$ cat src/rtl/uart_word_rx_ctrl_pkg.sv
// Shared types and constants for the UART word receiver.
// Holds the receive FSM state type, frame geometry and the default bit period.
package uart_pkg;

   localparam int DATA_BITS            = 8;
   localparam int BYTES_PER_WORD       = 4;
   localparam int CLKS_PER_BIT_DEFAULT = 868;

   typedef enum logic [2:0] {
      IDLE,
      START,
      DATA,
      STOP,
      WAIT_HIGH
   } rx_state_e;

endpackage

$ cat src/rtl/uart_word_rx_ctrl_bit_timer.sv
// Loadable down counter used to pace UART bit sampling.
// done pulses for exactly one cycle when a loaded count runs out.
module bit_timer (
   input  logic        clk,
   input  logic        reset,
   input  logic        load,
   input  logic [31:0] load_val,
   output logic        done
);

   logic [31:0] count_q, count_d;
   logic        armed_q, armed_d;

   // armed keeps done from repeating while the counter rests at zero
   always_comb begin
      count_d = count_q;
      armed_d = armed_q;
      if (load) begin
         count_d = load_val;
         armed_d = 1'b1;
      end else if (armed_q) begin
         if (count_q == 32'd0) begin
            armed_d = 1'b0;
         end else begin
            count_d = count_q - 32'd1;
         end
      end
   end

   always_ff @(posedge clk or negedge reset) begin
      if (!reset) begin
         count_q <= 32'd0;
         armed_q <= 1'b0;
      end else begin
         count_q <= count_d;
         armed_q <= armed_d;
      end
   end

   assign done = armed_q && (count_q == 32'd0);

endmodule

$ cat src/rtl/uart_word_rx_ctrl.sv
// UART receiver that packs four 8N1 bytes (byte 0 in the low lane) into a word,
// with frame-error detection and an inter-byte timeout that drops partial words.
module uart_word_rx_ctrl
   import uart_pkg::*;
#(
   parameter int CLKS_PER_BIT = CLKS_PER_BIT_DEFAULT,
   parameter int TIMEOUT_BITS = 20
) (
   input  logic        clk,
   input  logic        reset,
   input  logic        rx,
   output logic [31:0] word_data,
   output logic        word_valid,
   output logic        frame_err,
   output logic        timeout,
   output logic        busy
);

   localparam logic [31:0] HALF_LOAD  = 32'(CLKS_PER_BIT / 2 - 1);
   localparam logic [31:0] BIT_LOAD   = 32'(CLKS_PER_BIT - 1);
   localparam logic [31:0] IDLE_LIMIT = 32'(TIMEOUT_BITS * CLKS_PER_BIT - 1);
   localparam logic [2:0]  LAST_BIT   = 3'(DATA_BITS - 1);
   localparam logic [1:0]  LAST_LANE  = 2'(BYTES_PER_WORD - 1);

   rx_state_e              state_q, state_d;
   logic                   rx_meta_q, rx_s_q;
   logic [2:0]             bit_cnt_q, bit_cnt_d;
   logic [DATA_BITS-1:0]   shift_q, shift_d;
   logic [1:0]             byte_idx_q, byte_idx_d;
   logic [23:0]            word_buf_q, word_buf_d;
   logic [31:0]            idle_cnt_q, idle_cnt_d;
   logic [31:0]            word_data_q, word_data_d;
   logic                   word_valid_q, word_valid_d;
   logic                   frame_err_q, frame_err_d;
   logic                   timeout_q, timeout_d;
   logic                   timer_load;
   logic [31:0]            timer_val;
   logic                   timer_done;

   bit_timer u_bit_timer (
      .clk      (clk),
      .reset    (reset),
      .load     (timer_load),
      .load_val (timer_val),
      .done     (timer_done)
   );

   always_ff @(posedge clk or negedge reset) begin
      if (!reset) begin
         rx_meta_q <= 1'b1;
         rx_s_q    <= 1'b1;
      end else begin
         rx_meta_q <= rx;
         rx_s_q    <= rx_meta_q;
      end
   end

   // Timeout is evaluated before the start check so a simultaneous start
   // edge still begins a fresh word at lane 0.
   always_comb begin
      state_d      = state_q;
      bit_cnt_d    = bit_cnt_q;
      shift_d      = shift_q;
      byte_idx_d   = byte_idx_q;
      word_buf_d   = word_buf_q;
      idle_cnt_d   = idle_cnt_q;
      word_data_d  = word_data_q;
      word_valid_d = 1'b0;
      frame_err_d  = 1'b0;
      timeout_d    = 1'b0;
      timer_load   = 1'b0;
      timer_val    = BIT_LOAD;

      case (state_q)
         IDLE: begin
            if (byte_idx_q != 2'd0) begin
               if (idle_cnt_q == IDLE_LIMIT) begin
                  timeout_d  = 1'b1;
                  byte_idx_d = 2'd0;
                  idle_cnt_d = 32'd0;
               end else begin
                  idle_cnt_d = idle_cnt_q + 32'd1;
               end
            end
            if (!rx_s_q) begin
               state_d    = START;
               timer_load = 1'b1;
               timer_val  = HALF_LOAD;
               idle_cnt_d = 32'd0;
            end
         end
         START: begin
            if (timer_done) begin
               if (rx_s_q) begin
                  state_d = IDLE;
               end else begin
                  state_d    = DATA;
                  timer_load = 1'b1;
                  bit_cnt_d  = 3'd0;
               end
            end
         end
         DATA: begin
            if (timer_done) begin
               shift_d    = {rx_s_q, shift_q[DATA_BITS-1:1]};
               timer_load = 1'b1;
               bit_cnt_d  = bit_cnt_q + 3'd1;
               if (bit_cnt_q == LAST_BIT) begin
                  state_d = STOP;
               end
            end
         end
         STOP: begin
            if (timer_done) begin
               if (rx_s_q) begin
                  case (byte_idx_q)
                     2'd0:    word_buf_d[7:0]   = shift_q;
                     2'd1:    word_buf_d[15:8]  = shift_q;
                     2'd2:    word_buf_d[23:16] = shift_q;
                     default: ;
                  endcase
                  if (byte_idx_q == LAST_LANE) begin
                     word_data_d  = {shift_q, word_buf_q};
                     word_valid_d = 1'b1;
                  end
                  byte_idx_d = byte_idx_q + 2'd1;
                  state_d    = IDLE;
               end else begin
                  frame_err_d = 1'b1;
                  byte_idx_d  = 2'd0;
                  state_d     = WAIT_HIGH;
               end
            end
         end
         WAIT_HIGH: begin
            if (rx_s_q) begin
               state_d = IDLE;
            end
         end
         default: state_d = IDLE;
      endcase
   end

   always_ff @(posedge clk or negedge reset) begin
      if (!reset) begin
         state_q      <= IDLE;
         bit_cnt_q    <= 3'd0;
         shift_q      <= '0;
         byte_idx_q   <= 2'd0;
         word_buf_q   <= 24'd0;
         idle_cnt_q   <= 32'd0;
         word_data_q  <= 32'd0;
         word_valid_q <= 1'b0;
         frame_err_q  <= 1'b0;
         timeout_q    <= 1'b0;
      end else begin
         state_q      <= state_d;
         bit_cnt_q    <= bit_cnt_d;
         shift_q      <= shift_d;
         byte_idx_q   <= byte_idx_d;
         word_buf_q   <= word_buf_d;
         idle_cnt_q   <= idle_cnt_d;
         word_data_q  <= word_data_d;
         word_valid_q <= word_valid_d;
         frame_err_q  <= frame_err_d;
         timeout_q    <= timeout_d;
      end
   end

   assign word_data  = word_data_q;
   assign word_valid = word_valid_q;
   assign frame_err  = frame_err_q;
   assign timeout    = timeout_q;
   assign busy       = (state_q != IDLE);

endmodule

$ cat config.mk
export PLATFORM = sky130hd
export DESIGN_NAME = uart_word_rx_ctrl
export DESIGN_NICKNAME = d
export VERILOG_FILES = /design/src/rtl/uart_word_rx_ctrl_pkg.sv /design/src/rtl/uart_word_rx_ctrl_bit_timer.sv /design/src/rtl/uart_word_rx_ctrl.sv
export SDC_FILE = /design/constraint.sdc
export NUM_CORES = 1
export LEC_CHECK = 0
export CAP_MARGIN = 25
export CORE_MARGIN = 5
export CORE_UTILIZATION = 30
export DETAILED_ROUTE_END_ITERATION = 16
export SYNTH_ARGS = -nofsm -noshare
export SYNTH_HDL_FRONTEND = slang
export SYNTH_SLANG_ARGS = --single-unit
$ cat constraint.sdc
create_clock -name clk -period 2.7 [get_ports clk]
set_input_delay 0.675 -clock clk [delete_from_list [all_inputs] [get_ports clk]]
set_output_delay 0.675 -clock clk [all_outputs]
set_load 0.02 [all_outputs]
==> run summary, run 1 <==
### Detailed routing
- **sum of routed wire length over all layers** 14.28 mm
- **Post-route DRC** 0
- **routed via count** 4924
- **number of nets with antenna violations after detailed routing** 0
- **per-cell routed wire length** 14.81 µm
- **vias per cell** 5.108
- **Iter 0 DRT Violations** 290
- **first-pass detailed-route iteration total** 5

### Floorplanning
- **height of the die** 160.1 µm
- **Starting Density** 30.14%
- **count of standard-cell rows** 55
- **CORE AREA** 22430 µm²
- **Die ar.** 25640 µm²
- **die extent in x** 160.1 µm
- **number of top-level pins** 39

### Synth
- **synthesized area per cell** 11.31 µm²
- **main combinational cell family by area after synthesis** simple AND/OR/NAND/NOR gates
- **share of synthesized cell area in full adder, half adder and majority cells** 1.665%
- **post-synthesis simple-gate area fraction** 19.28%
- **total number of yosys warnings** 0
- **async set or reset register ratio after synthesis** 100.0%
- **cell count after synthesis** 598
- **commonest register cell after synthesis** dfrtp_1
- **fraction of the mapped netlist area in compound gates** 8.808%
- **XOR/XNOR Fraction of Synth Area** 3.109%
- **net count after synthesis** 610
- **count of flip-flops with a built-in enable after synthesis** 0
- **area of the mapped netlist** 6761 µm²
- **portion of the post-synthesis area used by sequential elements** 52.59%
- **share of synthesized area spent on multiplexers** 11.58%
- **unique cell type count in the Yosys netlist** 58
- **flip-flop and latch count after synthesis** 142

### Timing
- **final hold violation count** 0
- **part of the cycle the worst path needs** 94.95%
- **skew final** 0.02011 ns
- **worst-case setup margin in the final layout** 0.1364 ns
- **final-report setup violation count** 0
- **RSZ-0062 raised after global routing** no
- **minimum period implied by the final worst setup slack** 2.564 ns
- **highest achievable clock rate** 390.1 MHz
- **Setup TNS Final** 0 ns
- **Worst Max-Slew Pin Slew** 0.5730 ns
- **final hold slack** 0.2147 ns
- **max-slew violation total from the final report** 0
- **Slew HR** 61.63%

### CTS
- **CTS clock-pin slew for the worst setup and hold paths** 0.07 ns
- **clock latency at the later pin of the worst-skew pair** 0.43 ns
- **Clock Tree Root** clkbuf_16
- **H-tree depth reported by CTS** 4
- **largest buffer count on any clock path** 2
- **clock tree from TritonCTS** yes
- **clock sinks** 142
- **CTS buffer count** 17
- **hold buffer count at CTS** 0

### Global routing
- **remaining global-route overflow** 0
- **overall fraction of global-route tracks in use** 11.69%
- **wire length of the first global-routing pass** 24.76 mm
- **via count of the first global-routing pass** 4816
- **number of antenna violations at the first check in global routing** 0
- **maximum number of pins on one net before global-route repair** 59

### Power and ir drop
- **Comb power frac** 1.3%
- **internal power contribution** 0.003403 W
- **leakage power figure** 3.744 nW
- **clock share of power** 51.8%
- **Sw Pwr** 0.001139 W
- **switching fraction of total power** 25.08%
- **IR Drop Worst-Case VDD** 0.5255 mV
- **sequential cell fraction of total power** 47.0%
- **power density over cell area** 548.4 nW/µm²

### Final layout
- **Nets** 678
- **core utilization of the finished layout** 36.92%
- **number of antenna diodes** 0
- **area growth from synthesis to layout** 22.50%
- **share of layout cells above drive strength 1** 18.85%
- **highest-count cells in the layout ignoring fill and taps** dfrtp_1, nor2_1, mux2_2, clkdlybuf4s50_1, buf_4
- **most frequent standard cell in the layout excluding fill and tap cells** dfrtp_1

### Worst setup path
- **Crit Path Max Fanout** 32
- **Register-to-Register Path Depth** 6
- **data arrival time of the critical path** 2.87 ns
- **worst endpoint required time** 3.00 ns
- **critical path start-end classification** flip-flop to flip-flop
- **kind of end point of the critical path** flip-flop
- **crit path launch type** flip-flop

### Hold path
- **worst hold-check path type** primary input to asynchronous set/reset pin

### Status
- **outcome** complete, no violations

### Run
- **MaxCap Viol Count** 0

### Place
- **Placer Congestion** 0.7694
- **count of port buffers added during placement** 38
- **pre-CTS worst setup slack** 0.1173 ns
- **post-detail-place hpwl** 9.918 mm

==> worst max-delay path: stages, from the launching register on <==
cell     delay, ns
dfrtp_1       0.38
or4_4         0.57
or4_4         0.48
nor3_4        0.20
and3_1        0.23
buf_12        0.22
mux2_2        0.36
==> worst paths after layout <==
| kind | start | endpoint | slack (ns) |
|---|---|---|---|
| max | u_bit_timer.count_q[23] | word_data[3] | 0.14 |
| min | reset | idle_cnt_q[16] | 0.21 |
| max reg2reg | u_bit_timer.count_q[23] | word_data[3] | 0.14 |
| min reg2reg | rx_meta_q | rx_s_q | 0.37 |
| max in group asynchronous | reset | rx_s_q | 1.78 |
| min in group clk | rx_meta_q | rx_s_q | 0.37 |
==> metal layers <==
layer	vias to the layer above	wire, µm	global-route usage [%]
met5	-	0	0
met4	0	65	3.050
met3	4	356	2.916
met2	51	6616	17.73
met1	2488	7242	16.74
li1	2381	-	-
==> power groups by stage <==
stage	registers, W	clock network (W)	logic, W
final	0.00213	0.00235	0.0000574
after global routing	0.00213	0.00251	0.0000693
after CTS	0.00213	0.00242	0.0000620
after detailed placement	0.00217	0	0.0000619
after global placement	0.00217	0	0.0000613
after floorplan	0.00217	0	0.00000710
==> timing repair <==
item                                    4_1_cts  5_1_grt
resized for setup                             1        0
setup buffers                                 0        0
endpoints found under the setup margin        1        0
==> final cells by class <==
class	instances	area, µm²
fill	2207	14150
multi-input combinational	415	3005
timing repair buffer	76	690.7
sequential	142	3556
clock buffer	17	425.4
clock inverter	15	196.4
tap	285	356.6
inverter	14	52.55
==> state kept, by name, indices dropped and copies added, names as in the netlist, 2 cells and up <==
register	flops
state_q	3
word_buf_q	24
u_bit_timer.count_q	32
byte_idx_q	2
word_data	32
idle_cnt_q	32
shift_q	8
bit_cnt_q	3
==> cell families (layout without fill, tap and decap cells) <==
kind of cell               Yosys count  count (layout)
and+or+nand+nor                    225             225
buffers and inverters               41             122
DFF                                142             142
muxes                               70              70
adders and majority gates            9               9
AOI/OAI and AO/OA                   87              87
xor gates and xnor gates            24              24
==> Yosys cell counts (all sizes together), types with 2 or more instances <==
cell / instances / area [µm²]
o211ai: 4 / 30.03
or3: 23 / 143.9
ha: 9 / 112.6
nand3b: 2 / 15.01
or2: 5 / 31.28
xnor2: 17 / 148.9
xor2: 7 / 61.31
dfstp: 2 / 52.55
dfrtp: 140 / 3503
nor3b: 2 / 15.01
and4: 4 / 35.03
o21a: 2 / 15.01
and2: 4 / 25.02
nor2b: 3 / 18.77
and3: 9 / 56.30
buf: 16 / 106.4
nand4: 11 / 68.82
o22ai: 3 / 18.77
nor2: 39 / 146.4
mux2: 66 / 743.2
or4b: 4 / 40.04
nor4b: 2 / 17.52
a21o: 3 / 22.52
o21ai: 13 / 65.06
a22o: 2 / 17.52
nor4: 24 / 156.4
o311ai: 2 / 17.52
mux2i: 4 / 40.04
or4: 27 / 210.2
o31ai: 16 / 120.1
inv: 14 / 52.55
nand2: 30 / 112.6
a21oi: 29 / 145.1
clkbuf: 11 / 41.29
nand3: 23 / 125.1
o41ai: 5 / 51.30
nor3: 10 / 61.31
==> per-stage QoR <==
stage	cell area, µm²	instances	power, W
2_1_floorplan	6761	598	0.002178
3_3_place_gp	7662	932	0.002235
3_5_place_dp	7662	932	0.002236
4_1_cts	8283	964	0.004618
5_1_grt	8283	964	0.004715
6_report	8283	964	0.004542
(Power assumes the default switching activity.)
==> run 2, diff against run 1 <==
--- a/config.mk
+++ b/config.mk
@@ -5,8 +5,8 @@
 export SDC_FILE = /design/constraint.sdc
 export NUM_CORES = 1
 export LEC_CHECK = 0
-export CAP_MARGIN = 25
-export CORE_MARGIN = 5
+export CAP_MARGIN = 20
+export CORE_MARGIN = 2
 export CORE_UTILIZATION = 30
 export DETAILED_ROUTE_END_ITERATION = 16
 export SYNTH_ARGS = -nofsm -noshare
==> run 2 against run 1 <==
Sequential share of layout area about the same. First-iteration DRC count fell by 16%. Worst setup slack worse by 0.022 ns. Largest cell class unchanged. Critical endpoint is now word_data[21]. Critical path type unchanged.
==> run summary, run 2 (synthesized netlist as in run 1, its figures left out) <==
### Floorplanning
- **Die ar.** 23750 µm², was 25640 µm²
- **count of standard-cell rows** 54, was 55
- **die extent in x** 154.1 µm, was 160.1 µm
- **number of top-level pins** 39, unchanged
- **height of the die** 154.1 µm, was 160.1 µm
- **Starting Density** 30.79%, was 30.14%
- **CORE AREA** 21960 µm², was 22430 µm²

### CTS
- **clock sinks** 142, unchanged
- **hold buffer count at CTS** 0, unchanged
- **H-tree depth reported by CTS** 4, unchanged
- **CTS buffer count** 17, unchanged
- **clock tree from TritonCTS** yes, unchanged
- **post-CTS setup-driven buffer insertion count** 0, unchanged
- **clock latency at the later pin of the worst-skew pair** 0.43 ns, about the same
- **CTS clock-pin slew for the worst setup and hold paths** 0.07 ns, about the same
- **largest buffer count on any clock path** 2, unchanged
- **Clock Tree Root** clkbuf_16, unchanged

### Timing
- **max-slew violation total from the final report** 0, unchanged
- **part of the cycle the worst path needs** 95.76%, was 94.95%
- **Worst Max-Slew Pin Slew** 0.5367 ns, was 0.5730 ns
- **minimum period implied by the final worst setup slack** 2.585 ns, was 2.564 ns
- **final-report setup violation count** 0, unchanged
- **Setup TNS Final** 0 ns, unchanged
- **skew final** 0.01378 ns, was 0.02011 ns
- **final hold violation count** 0, unchanged
- **worst-case setup margin in the final layout** 0.1145 ns, was 0.1364 ns
- **Slew HR** 64.05%, was 61.63%
- **highest achievable clock rate** 386.8 MHz, was 390.1 MHz

### Power and ir drop
- **power density over cell area** 542.8 nW/µm², was 548.4 nW/µm²
- **total power draw** 0.004496 W, was 0.004542 W
- **IR Drop Worst-Case VDD** 0.3615 mV, was 0.5255 mV
- **leakage power figure** 3.729 nW, was 3.744 nW

### Place
- **count of port buffers added during placement** 38, unchanged
- **post-detail-place hpwl** 10.16 mm, was 9.918 mm
- **pre-CTS worst setup slack** 0.09155 ns, was 0.1173 ns
- **area after detailed placement** 7654 µm², was 7662 µm²
- **Placer Congestion** 0.7690, was 0.7694

### Status
- **outcome** complete, no violations, unchanged

### Final layout
- **Final Cell Area** 8282 µm², was 8283 µm²
- **number of antenna diodes** 0, unchanged
- **Nets** 677, was 678
- **highest-count cells in the layout ignoring fill and taps** dfrtp_1, nor2_1, mux2_2, clkdlybuf4s50_1, buf_4, unchanged
- **area growth from synthesis to layout** 22.48%, was 22.50%
- **share of layout cells above drive strength 1** 19.03%, was 18.85%
- **core utilization of the finished layout** 37.72%, was 36.92%
- **most frequent standard cell in the layout excluding fill and tap cells** dfrtp_1, unchanged

### Worst setup path
- **critical path cell sequence** or4_4, or4_4, nor3_4, and3_4, clkbuf_16, mux2_1, was or4_4, or4_4, nor3_4, and3_1, buf_12, mux2_2
- **data arrival time of the critical path** 2.89 ns, was 2.87 ns
- **register-to-register setup slack** 0.11 ns, was 0.14 ns
- **Register-to-Register Path Depth** 6, unchanged
- **capture point of the worst reg-to-reg path** word_data[21], was word_data[3]
- **kind of end point of the critical path** flip-flop, unchanged
- **worst endpoint required time** 3.01 ns, was 3.00 ns
- **Worst path max stage delay** 0.55 ns, was 0.57 ns
- **Slowest cell on crit path** or4_4, unchanged
- **critical path start-end classification** flip-flop to flip-flop, unchanged
- **most numerous cell on the critical path** or4_4, unchanged
- **crit path launch type** flip-flop, unchanged
- **Crit Path Max Fanout** 16, was 32
- **startpoint of the worst register-to-register path** u_bit_timer.count_q[25], was u_bit_timer.count_q[23]

### Detailed routing
- **sum of routed wire length over all layers** 14.98 mm, was 14.28 mm
- **vias per cell** 5.188, was 5.108
- **Iter 0 DRT Violations** 244, was 290
- **per-cell routed wire length** 15.63 µm, was 14.81 µm
- **routed via count** 4970, was 4924
- **first-pass detailed-route iteration total** 6, was 5
- **Post-route DRC** 0, unchanged
- **number of nets with antenna violations after detailed routing** 0, unchanged

### Hold path
- **worst hold-check path type** primary input to asynchronous set/reset pin, unchanged

### Global routing
- **maximum number of pins on one net before global-route repair** 46, was 59
- **wire length of the first global-routing pass** 25.34 mm, was 24.76 mm
- **number of antenna violations at the first check in global routing** 0, unchanged
- **overall fraction of global-route tracks in use** 13.21%, was 11.69%
- **remaining global-route overflow** 0, unchanged
- **via count of the first global-routing pass** 4863, was 4816

### Run
- **MaxCap Viol Count** 0, unchanged

==> run 2: per-layer routing <==
| layer | GRT usage (%) | part of all wire, % | vias to the layer above |
|---|---|---|---|
| met5 | 0 | 0 | - |
| met4 | 4.584 | 1.2 | 0 |
| met3 | 3.072 | 3.0 | 13 |
| met2 | 21.05 | 47 | 60 |
| met1 | 17.70 | 49 | 2519 |
| li1 | - | - | 2378 |
==> run 2: how the worst max path moves through the flow <==
stage          slack (ns)       endpoint                    start  cells after the start
3_3_place_gp         0.13   word_data[4]  u_bit_timer.count_q[25]                      6
6_report             0.11  word_data[21]  u_bit_timer.count_q[25]                      6
5_1_grt             -0.02  word_data[21]  u_bit_timer.count_q[24]                      6
3_5_place_dp         0.09   word_data[6]  u_bit_timer.count_q[25]                      6
2_1_floorplan        0.20   word_data[0]  u_bit_timer.count_q[23]                      7
4_1_cts              0.09   word_data[6]  u_bit_timer.count_q[25]                      6
==> run 2: per-stage QoR <==
stage / std cells / hold WS, ns
3_3_place_gp: 925 / 0.3558
6_report: 958 / 0.1731
4_1_cts: 957 / 0.1851
2_1_floorplan: 598 / 0.3452
5_1_grt: 958 / 0.1950
3_5_place_dp: 925 / 0.3595
==> run 2: critical path: cells and delay by family (launching register included) <==
family	cells	cell delay (ns)
flops	1	0.40
buf+inv	1	0.19
mux	1	0.34
simple gates	4	1.54
==> run 2: power by group <==
group	leakage (nW)	switching (W)	internal (W)
logic	1.50	0.0000502	0.0000115
registers	1.95	0.00000142	0.00213
clock network	0.280	0.00106	0.00124
==> run 2: cell type report <==
cell class | instances | area, µm²
fillers | 2155 | 13680
flip-flops and latches | 142 | 3556
multi-input cells | 415 | 3024
repair buffers | 75 | 713.2
clock buffers | 17 | 425.4
well taps | 280 | 350.3
clock inverters | 15 | 160.2
inverters | 14 | 52.55
==> run 2: what timing repair did <==
item / CTS / global route
pin swaps: 0 / 0
setup endpoints to repair: 1 / 23
gates resized for setup: 1 / 4
cloned: 0 / 1
